**config.mk**
```make
export PLATFORM = sky130hd
export DESIGN_NAME = uart_core_ctrl
export DESIGN_NICKNAME = d
export VERILOG_FILES = /design/src/rtl/uart_core_ctrl.sv
export SDC_FILE = /design/constraint.sdc
export NUM_CORES = 1
export LEC_CHECK = 0
export CORE_MARGIN = 5
export CORE_UTILIZATION = 30
export CTS_CLUSTER_SIZE = 16
export DETAILED_ROUTE_END_ITERATION = 6
export PLACE_DENSITY = 0.54
export RECOVER_POWER = 50
export SYNTH_ARGS = -nofsm -noshare
export SYNTH_HDL_FRONTEND = slang
export SYNTH_SLANG_ARGS = --single-unit
```
**constraint.sdc**
```tcl
create_clock -name CLK -period 2 [get_ports CLK]
set_input_delay 0.4 -clock CLK [delete_from_list [all_inputs] [get_ports CLK]]
set_output_delay 0.4 -clock CLK [all_outputs]
set_load 0.02 [all_outputs]
```
**src/rtl/uart_core_ctrl.sv**
```systemverilog
// uart_core_ctrl: host-side sequencer for a CoreUART instance.
//   Host TX : tx_data/tx_valid/tx_ready  -> TX FIFO -> CoreUART write strobes
//   Host RX : rx_data/rx_valid/rx_ready  <- CoreUART read strobes
//   Config  : cfg_load/cfg_* -> BAUD_VAL, BIT8, PARITY_EN, ODD_N_EVEN
//   Errors  : err_clr, err_status = {framing, parity, overflow}, sticky
//   CoreUART: CSN/WEN/OEN (active low), DATA_IN, DATA_OUT,
//             TXRDY, RXRDY, PARITY_ERR, FRAMING_ERR, OVERFLOW
module uart_core_ctrl #(
  parameter int TX_DEPTH = 4,
  parameter int WR_GUARD = 2
) (
  input  logic        CLK,
  input  logic        RESET_N,
  input  logic        cfg_load,
  input  logic [12:0] cfg_baud,
  input  logic        cfg_bit8,
  input  logic        cfg_par_en,
  input  logic        cfg_odd,
  input  logic [7:0]  tx_data,
  input  logic        tx_valid,
  output logic        tx_ready,
  output logic [7:0]  rx_data,
  output logic        rx_valid,
  input  logic        rx_ready,
  input  logic        err_clr,
  output logic [2:0]  err_status,
  output logic [12:0] BAUD_VAL,
  output logic        BIT8,
  output logic        PARITY_EN,
  output logic        ODD_N_EVEN,
  output logic        CSN,
  output logic        WEN,
  output logic        OEN,
  output logic [7:0]  DATA_IN,
  input  logic [7:0]  DATA_OUT,
  input  logic        TXRDY,
  input  logic        RXRDY,
  input  logic        PARITY_ERR,
  input  logic        FRAMING_ERR,
  input  logic        OVERFLOW
);

  localparam int PTR_W = $clog2(TX_DEPTH);
  localparam int GW    = (WR_GUARD < 2) ? 1 : $clog2(WR_GUARD);
  localparam logic [GW-1:0] GCNT_LAST = GW'((WR_GUARD > 0) ? WR_GUARD - 1 : 0);

  typedef enum logic [2:0] {S_IDLE, S_WR, S_GUARD, S_RD1, S_RD2} state_t;

  state_t          r_state;
  logic [GW-1:0]   r_gcnt;
  logic [7:0]      r_mem [TX_DEPTH];
  logic [PTR_W:0]  r_wr_ptr;
  logic [PTR_W:0]  r_rd_ptr;
  logic            r_csn, r_wen, r_oen;
  logic [7:0]      r_data_in;
  logic [7:0]      r_rx_data;
  logic            r_rx_valid;
  logic [2:0]      r_err;
  logic [12:0]     r_baud;
  logic            r_bit8, r_par_en, r_odd;

  logic w_empty, w_full, w_push;

  // Extra pointer MSB distinguishes full from empty when the indices match.
  assign w_empty = (r_wr_ptr == r_rd_ptr);
  assign w_full  = (r_wr_ptr[PTR_W] != r_rd_ptr[PTR_W]) &&
                   (r_wr_ptr[PTR_W-1:0] == r_rd_ptr[PTR_W-1:0]);
  assign w_push  = tx_valid && !w_full;

  assign tx_ready   = !w_full;
  assign rx_data    = r_rx_data;
  assign rx_valid   = r_rx_valid;
  assign err_status = r_err;
  assign BAUD_VAL   = r_baud;
  assign BIT8       = r_bit8;
  assign PARITY_EN  = r_par_en;
  assign ODD_N_EVEN = r_odd;
  assign CSN        = r_csn;
  assign WEN        = r_wen;
  assign OEN        = r_oen;
  assign DATA_IN    = r_data_in;

  // FIFO storage needs no reset: the pointers define what is valid.
  always_ff @(posedge CLK) begin
    if (w_push) r_mem[r_wr_ptr[PTR_W-1:0]] <= tx_data;
  end

  always_ff @(posedge CLK or negedge RESET_N) begin
    if (!RESET_N) r_wr_ptr <= '0;
    else if (w_push) r_wr_ptr <= r_wr_ptr + 1'b1;
  end

  // Strobes are assigned on the edge that enters a state, so they are
  // registered and valid for the whole of WR / RD1 / RD2.
  always_ff @(posedge CLK or negedge RESET_N) begin
    if (!RESET_N) begin
      r_state    <= S_IDLE;
      r_gcnt     <= '0;
      r_rd_ptr   <= '0;
      r_csn      <= 1'b1;
      r_wen      <= 1'b1;
      r_oen      <= 1'b1;
      r_data_in  <= '0;
      r_rx_data  <= '0;
      r_rx_valid <= 1'b0;
    end else begin
      if (r_rx_valid && rx_ready) r_rx_valid <= 1'b0;
      case (r_state)
        S_IDLE: begin
          if (RXRDY && !r_rx_valid) begin
            r_state <= S_RD1;
            r_csn   <= 1'b0;
            r_oen   <= 1'b0;
          end else if (!w_empty && TXRDY) begin
            r_state   <= S_WR;
            r_csn     <= 1'b0;
            r_wen     <= 1'b0;
            r_data_in <= r_mem[r_rd_ptr[PTR_W-1:0]];
          end
        end
        S_WR: begin
          r_csn    <= 1'b1;
          r_wen    <= 1'b1;
          r_rd_ptr <= r_rd_ptr + 1'b1;
          r_gcnt   <= '0;
          r_state  <= (WR_GUARD == 0) ? S_IDLE : S_GUARD;
        end
        S_GUARD: begin
          if (r_gcnt == GCNT_LAST) r_state <= S_IDLE;
          else r_gcnt <= r_gcnt + 1'b1;
        end
        S_RD1: r_state <= S_RD2;
        S_RD2: begin
          r_csn      <= 1'b1;
          r_oen      <= 1'b1;
          r_rx_data  <= DATA_OUT;
          r_rx_valid <= 1'b1;
          r_state    <= S_IDLE;
        end
        default: begin
          r_state <= S_IDLE;
          r_csn   <= 1'b1;
          r_wen   <= 1'b1;
          r_oen   <= 1'b1;
        end
      endcase
    end
  end

  // A new error on the same cycle as err_clr is kept.
  always_ff @(posedge CLK or negedge RESET_N) begin
    if (!RESET_N) r_err <= '0;
    else r_err <= (err_clr ? 3'b000 : r_err) | {FRAMING_ERR, PARITY_ERR, OVERFLOW};
  end

  always_ff @(posedge CLK or negedge RESET_N) begin
    if (!RESET_N) begin
      r_baud   <= 13'd1;
      r_bit8   <= 1'b1;
      r_par_en <= 1'b0;
      r_odd    <= 1'b0;
    end else if (cfg_load && (r_state == S_IDLE) && w_empty) begin
      r_baud   <= cfg_baud;
      r_bit8   <= cfg_bit8;
      r_par_en <= cfg_par_en;
      r_odd    <= cfg_odd;
    end
  end

endmodule

```
==> results.toml, run 1 <==
[finish]
postLayoutCellArea_mm2 = 0.00456
final_cell_mix = "clkdlybuf4s50_1 (70), dfrtp_1 (44), edfxtp_1 (32)"
multi_input_area_mm2 = 0.00105
layoutNonFillerInstCount = 435
nNetsFinal = 338
drive_above_1_share_pct = 24.7
fillers = 1033
area_growth_pct = 37.5
final_common_cell = "clkdlybuf4s50_1"
n_antenna_cell = 0
regArea_mm2 = 0.00219

[global_routing]
grt.total_usage_pct = 10.3
grt_start_max_net_pins = 50
antenna_found_initial = 0
first_global_vias = 1980
grt_pass1_wl_mm = 10.5
grt_overflow = 0

[route]
drc = 0
drt-total-wl_mm = 6.56
num_vias = 1887
vias_per_cell = 4.34
routedWlPerCell_um = 15.1
first_pass_iters = 4
ant_nets = 0
drtIter0Drc = 46

[pwr]
p_leak_nw = 1.87
power.density_mw_per_mm2 = 1520
peakVddDrop_mv = 0.619

[logic_synthesis]
synth_nets = 235
seq_area_frac_synth_pct = 66.1
synth_cells = 187
avgSynthCellArea_um2 = 17.7
synth_edf_count = 32
yosys_warnings = 0
ys_ff_latch = 81
synthTopCellsByArea = "dfrtp_1 (33%), edfxtp_1 (29%), mux2_4 (8.1%), mux2_2 (5.1%), mux4_1 (4.8%)"
synth_top_area_share_pct = 33.2
yosysTopAreaCell = "dfrtp_1"
ys.flop_type = "dfrtp_1"
synth_area_mm2 = 0.00332
synth_cell_types = 32
async_reset_ff_share_pct = 60.5

[timing]
drv_slew = 0
finalSetupTns_ns = 0
clock.fmax_mhz = 528
setup_viol = 0
skew_ns = 0.0105
rsz0062_at_grt = "false"
period_needed_ns = 1.90
final-hold-violation-count = 0
tightest_slew_ns = 1.27
slew_headroom_pct = 15.2
finalCritPeriodShare_pct = 94.8

[floorplan]
dieHeight_um = 115
start_util_pct = 30.6
die_area_mm2 = 0.0133
pin_count = 83
core_region_area_mm2 = 0.0108
die_x_um = 115
rows = 38

[worst_setup_path]
critPathSlowestCell = "clkdlybuf4s50_1"
crit_path_max_fanout = 3
slowest_delay_ns = 0.60
critPathKind = "flop to output port"
cp_cell_sequence = "clkdlybuf4s50_1"
critPathTopFamily = "buffers and inverters"
critPathBufInv = 1
start_kind = "flop"
arrival_ns = 1.50
end_kind = "output port"
worstPathRequired_ns = 1.60

[job]
drv_cap = 0

[clock_tree]
numCtsBuffers = 9
ctsHoldBuffers = 0
cts_tree = "done"
cts_buffer_depth = 2
insertion_delay_ns = 0.34
clock-sinks = 81
htreeDepth = 3
clk_pin_slew_ns = 0.09
cts-root-buf = "clkbuf_8"

[place]
hpwl_mm = 4.69
io_buffers = 82
gp_congestion = 0.699
post-place-cells = 419
placed_cell_area_mm2 = 0.00442

[hold_path]
hold_class = "input pin to async pin"

[run_status]
outcome = "finished clean"
repair_timing:
action                                  in CTS  in global routing
endpoints found under the setup margin       1                  0
gates resized for setup                      1                  0
buffers inserted                             0                  0
worst register-to-register path, delay by kind of cell (launching register included):
| family | cells | cell delay [ns] |
|---|---|---|
| flip-flops | 1 | 0.40 |
| XOR/XNOR | 1 | 0.26 |
| AND/OR/NAND/NOR | 2 | 0.62 |
| buffers and inverters | 1 | 0.18 |
| multiplexers | 1 | 0.29 |
power by group:
group	switching, W	internal [W]	leakage, nW	total (W)
registers	0.000339	0.00239	0.876	0.00273
clock network	0.000609	0.000501	0.0949	0.00111
logic	0.00139	0.00170	0.894	0.00309
flip-flops by register name (all words and copies together) (netlist names):
| register | flops |
|---|---|
| DATA_IN | 8 |
| OEN | 1 |
| ODD_N_EVEN | 1 |
| CSN | 1 |
| WEN | 1 |
| PARITY_EN | 1 |
| r_gcnt | 1 |
| r_wr_ptr | 3 |
| err_status | 3 |
| rx_valid | 1 |
| rx_data | 8 |
| r_state | 3 |
| r_rd_ptr | 3 |
| r_mem | 32 |
| BIT8 | 1 |
| BAUD_VAL | 13 |
per-layer routing:
metal	share of wire [%]	up-vias	GRT usage, %
met1	47	920	13.9
met5	0	-	0
li1	-	893	-
met2	44	64	15.3
met4	1.9	0	4.93
met3	7.0	10	2.89
layout make-up:
cell class / instances / share of cell area (%)
Sequential cell: 81 / 48.1
Timing Repair Buffer: 98 / 20.5
Multi-Input combinational cell: 94 / 23.0
Clock buffer: 10 / 3.02
Tap cell: 140 / 3.84
Clock inverter: 6 / 1.12
Inverter: 6 / 0.494
logic make-up after synthesis:
logic type | count (synthesis) | share of synthesized area (%)
DFF | 81 | 66.1
and+or+nand+nor | 25 | 5.28
xor gates and xnor gates | 7 | 2.30
AOI/OAI and AO/OA | 16 | 2.90
buffers and inverters | 12 | 2.15
muxes | 41 | 19.4
adders and majority gates | 5 | 1.89
Yosys cell counts (2+ instances only):
cell type,count
nor3_2,2
mux2_4,18
a21o_1,5
xor2_1,3
dfstp_2,5
dfrtp_1,44
nor2b_1,2
nand2_1,7
clkbuf_1,2
xnor2_1,2
inv_1,6
and2_1,4
mux2_2,15
mux4_2,2
xnor2_2,2
nor2_1,3
ha_1,5
a21oi_1,6
o21ai_0,3
edfxtp_1,32
buf_6,3
mux4_1,6
path summary, 6_finish.rpt:
path,start,end,slack [ns],cells past startpoint
max in group asynchronous,RESET_N,ODD_N_EVEN$_DFFE_PN0P_,0.82,2
hold / removal,RESET_N,r_wr_ptr[0]$_DFFE_PN0P_,0.39,2
hold reg to reg,OEN$_DFFE_PN1P_,OEN$_DFFE_PN1P_,0.47,2
min in group CLK,OEN$_DFFE_PN1P_,OEN$_DFFE_PN1P_,0.47,2
setup / recovery,CSN$_DFFE_PN1P_,CSN,0.10,1
setup reg to reg,r_wr_ptr[2]$_DFFE_PN0P_,DATA_IN[0]$_DFFE_PN0P_,0.15,5
metrics by stage:
stage	worst slack (ns)	hold slack, ns	utilization (%)	total power [W]
after floorplan	0.227	0.104	-	0.00461
after global placement	0.105	0.412	40.7	0.00594
after global routing	0.00409	0.487	42.1	0.00738
after detailed placement	0.0821	0.412	40.7	0.00597
after CTS	0.0654	0.0239	42.5	0.00711
final	0.105	0.392	42.1	0.00693
Power figures use the tool's default switching activity.
==> run 2: changes to the inputs <==
Settings changed: TNS_END_PERCENT from default to 30.
==> results of run 2 <==
Same layout as run 1: the final DEF is identical, and so are final timing and power.
==> run 3: changes to the inputs <==
Settings changed: CORE_MARGIN 5 to default, HOLD_SLACK_MARGIN from default to 0.06.
==> results.toml, run 3 (synthesis results as in run 1) <==
[pwr]
p_comb_share_pct = 43.1
swShare_pct = 32.7
power_frac_seq_pct = 37.9
peakVddDrop_mv = 0.921
power.density_mw_per_mm2 = 1560
power.internal_w = 0.00488
power.switching_w = 0.00237
p_clk_share_pct = 19.0
p_leak_nw = 1.89

[route]
num_vias = 1882
drt-total-wl_mm = 6.04
drc = 0
routedWlPerCell_um = 14.0
drtIter0Drc = 80
vias_per_cell = 4.35
ant_nets = 0
first_pass_iters = 4

[floorplan]
start_util_pct = 30.7
die_x_um = 107
core_region_area_mm2 = 0.0108
dieHeight_um = 107
die_area_mm2 = 0.0115
pin_count = 83
rows = 38

[worst_setup_path]
worst_r2r_path_depth = 5
crit_path_max_fanout = 3
critPathBufInv = 1
reg2reg_slack_ns = 0.21
worstPathRequired_ns = 1.60
cp_cell_sequence = "clkdlybuf4s50_1"
critPathTopFamily = "buffers and inverters"
critPathKind = "flop to output port"
slowest_delay_ns = 0.61
r2r_start = "r_wr_ptr[1]$_DFFE_PN0P_"
critPathSlowestCell = "clkdlybuf4s50_1"
critPathLaunch = "CSN$_DFFE_PN1P_"
r2r_end = "DATA_IN[5]$_DFFE_PN0P_"
start_kind = "flop"
end_kind = "output port"
arrival_ns = 1.50

[clock_tree]
htreeDepth = 3
clk_pin_slew_ns = 0.09
numCtsBuffers = 9
insertion_delay_ns = 0.34
cts_buffer_depth = 2
cts-root-buf = "clkbuf_8"
post_cts_buffers = 0
clock-sinks = 81
cts_tree = "done"

[finish]
area_growth_pct = 39.9
largest_reg_flops = 32
final_cell_mix = "clkdlybuf4s50_1 (70), dfrtp_1 (44), edfxtp_1 (32)"
drive_above_1_share_pct = 24.9
fillers = 1021
final_util_pct = 43.0
nNetsFinal = 336
layoutNonFillerInstCount = 433
final_common_cell = "clkdlybuf4s50_1"
n_antenna_cell = 0

[place]
gp_congestion = 0.734
hpwl_mm = 4.21
io_buffers = 82
post-place-cells = 416
dp_slack_ns = 0.0980

[global_routing]
grt.total_usage_pct = 11.7
grt_pass1_wl_mm = 9.99
gr-usage-met1_pct = 15.6
grt_busiest_layer = "met2"
first_global_vias = 1944
grtUsageMet2_pct = 17.5
grt_overflow = 0
grt_start_max_net_pins = 50
antenna_found_initial = 0
use_met3_pct = 2.74

[timing]
finalSetupTns_ns = 0
rsz0062_at_grt = "false"
worst_slack_ns = 0.0965
drv_slew = 0
fin_hold_ws_ns = 0.475
skew_ns = 0.00813
clock.fmax_mhz = 525
slew_headroom_pct = 16.9
period_needed_ns = 1.90
tightest_slew_ns = 1.25
setup_viol = 0
final-hold-violation-count = 0
finalCritPeriodShare_pct = 95.2

[hold_path]
hold_class = "flop to flop"
hp-start = "OEN$_DFFE_PN1P_"
hold_depth = 2
holdPathEnd = "OEN$_DFFE_PN1P_"

[run_status]
outcome = "finished clean"

[job]
drv_cap = 0
## run 3: cell types whose count changed in the layout (fill, tap and decap cells not counted), sizes merged
cell / previous run / this run
clkdlybuf4s15: 0 / 1
dlygate4sd3: 10 / 11
bufinv: 0 / 2
dlygate4sd2: 1 / 0
inv: 8 / 10
clkbuf: 17 / 13
clkinv: 3 / 0
## run 3: cell type report
| class | instances | area, um2 | share of cell area, % |
|---|---|---|---|
| flip-flops and latches | 81 | 2190 | 47.3 |
| multi-input cells | 94 | 1050 | 22.6 |
| repair buffers | 96 | 972 | 21.0 |
| well taps | 140 | 175 | 3.78 |
| clock buffers | 9 | 124 | 2.67 |
| clock inverters | 7 | 105 | 2.27 |
| inverters | 6 | 22.5 | 0.485 |
## run 3: repair_timing
item / in CTS / in global routing
endpoints found under the setup margin: 1 / 1
hold buffers: 1 / 0
resized for setup: 1 / 1
pin swaps: 0 / 1
endpoints found under the hold margin: 44 / 0
## run 3: metrics by stage
| step | power [W] | area, um2 |
|---|---|---|
| after detailed placement | 0.00599 | 4430 |
| after floorplan | 0.00461 | 3320 |
| final | 0.00725 | 4640 |
| after global routing | 0.00770 | 4640 |
| after global placement | 0.00597 | 4430 |
| after CTS | 0.00739 | 4670 |
## run 3: worst max-delay path by stage
stage | to | slack, ns | depth (start not counted)
3_3_place_gp | DATA_IN[7]$_DFFE_PN0P_ | 0.12 | 5
3_5_place_dp | DATA_IN[3]$_DFFE_PN0P_ | 0.1 | 5
4_1_cts | tx_ready | 0.07 | 4
5_1_grt | tx_ready | 0.006 | 4
2_1_floorplan | DATA_IN[0]$_DFFE_PN0P_ | 0.23 | 6
6_report | CSN | 0.1 | 1
## run 3: power groups by stage
stage	sequential, W	clock, W	combinational [W]
6_report	0.00275	0.00137	0.00312
5_1_grt	0.00284	0.00150	0.00337
4_1_cts	0.00276	0.00143	0.00320
3_5_place_dp	0.00279	0	0.00320
3_3_place_gp	0.00278	0	0.00318
2_1_floorplan	0.00314	0	0.00148
## run 3: metal layers
layer | wire, um | part of all wire [%]
met3 | 298 | 4.9
met4 | 126 | 2.1
met1 | 2840 | 47
met2 | 2780 | 46
met5 | 0 | 0
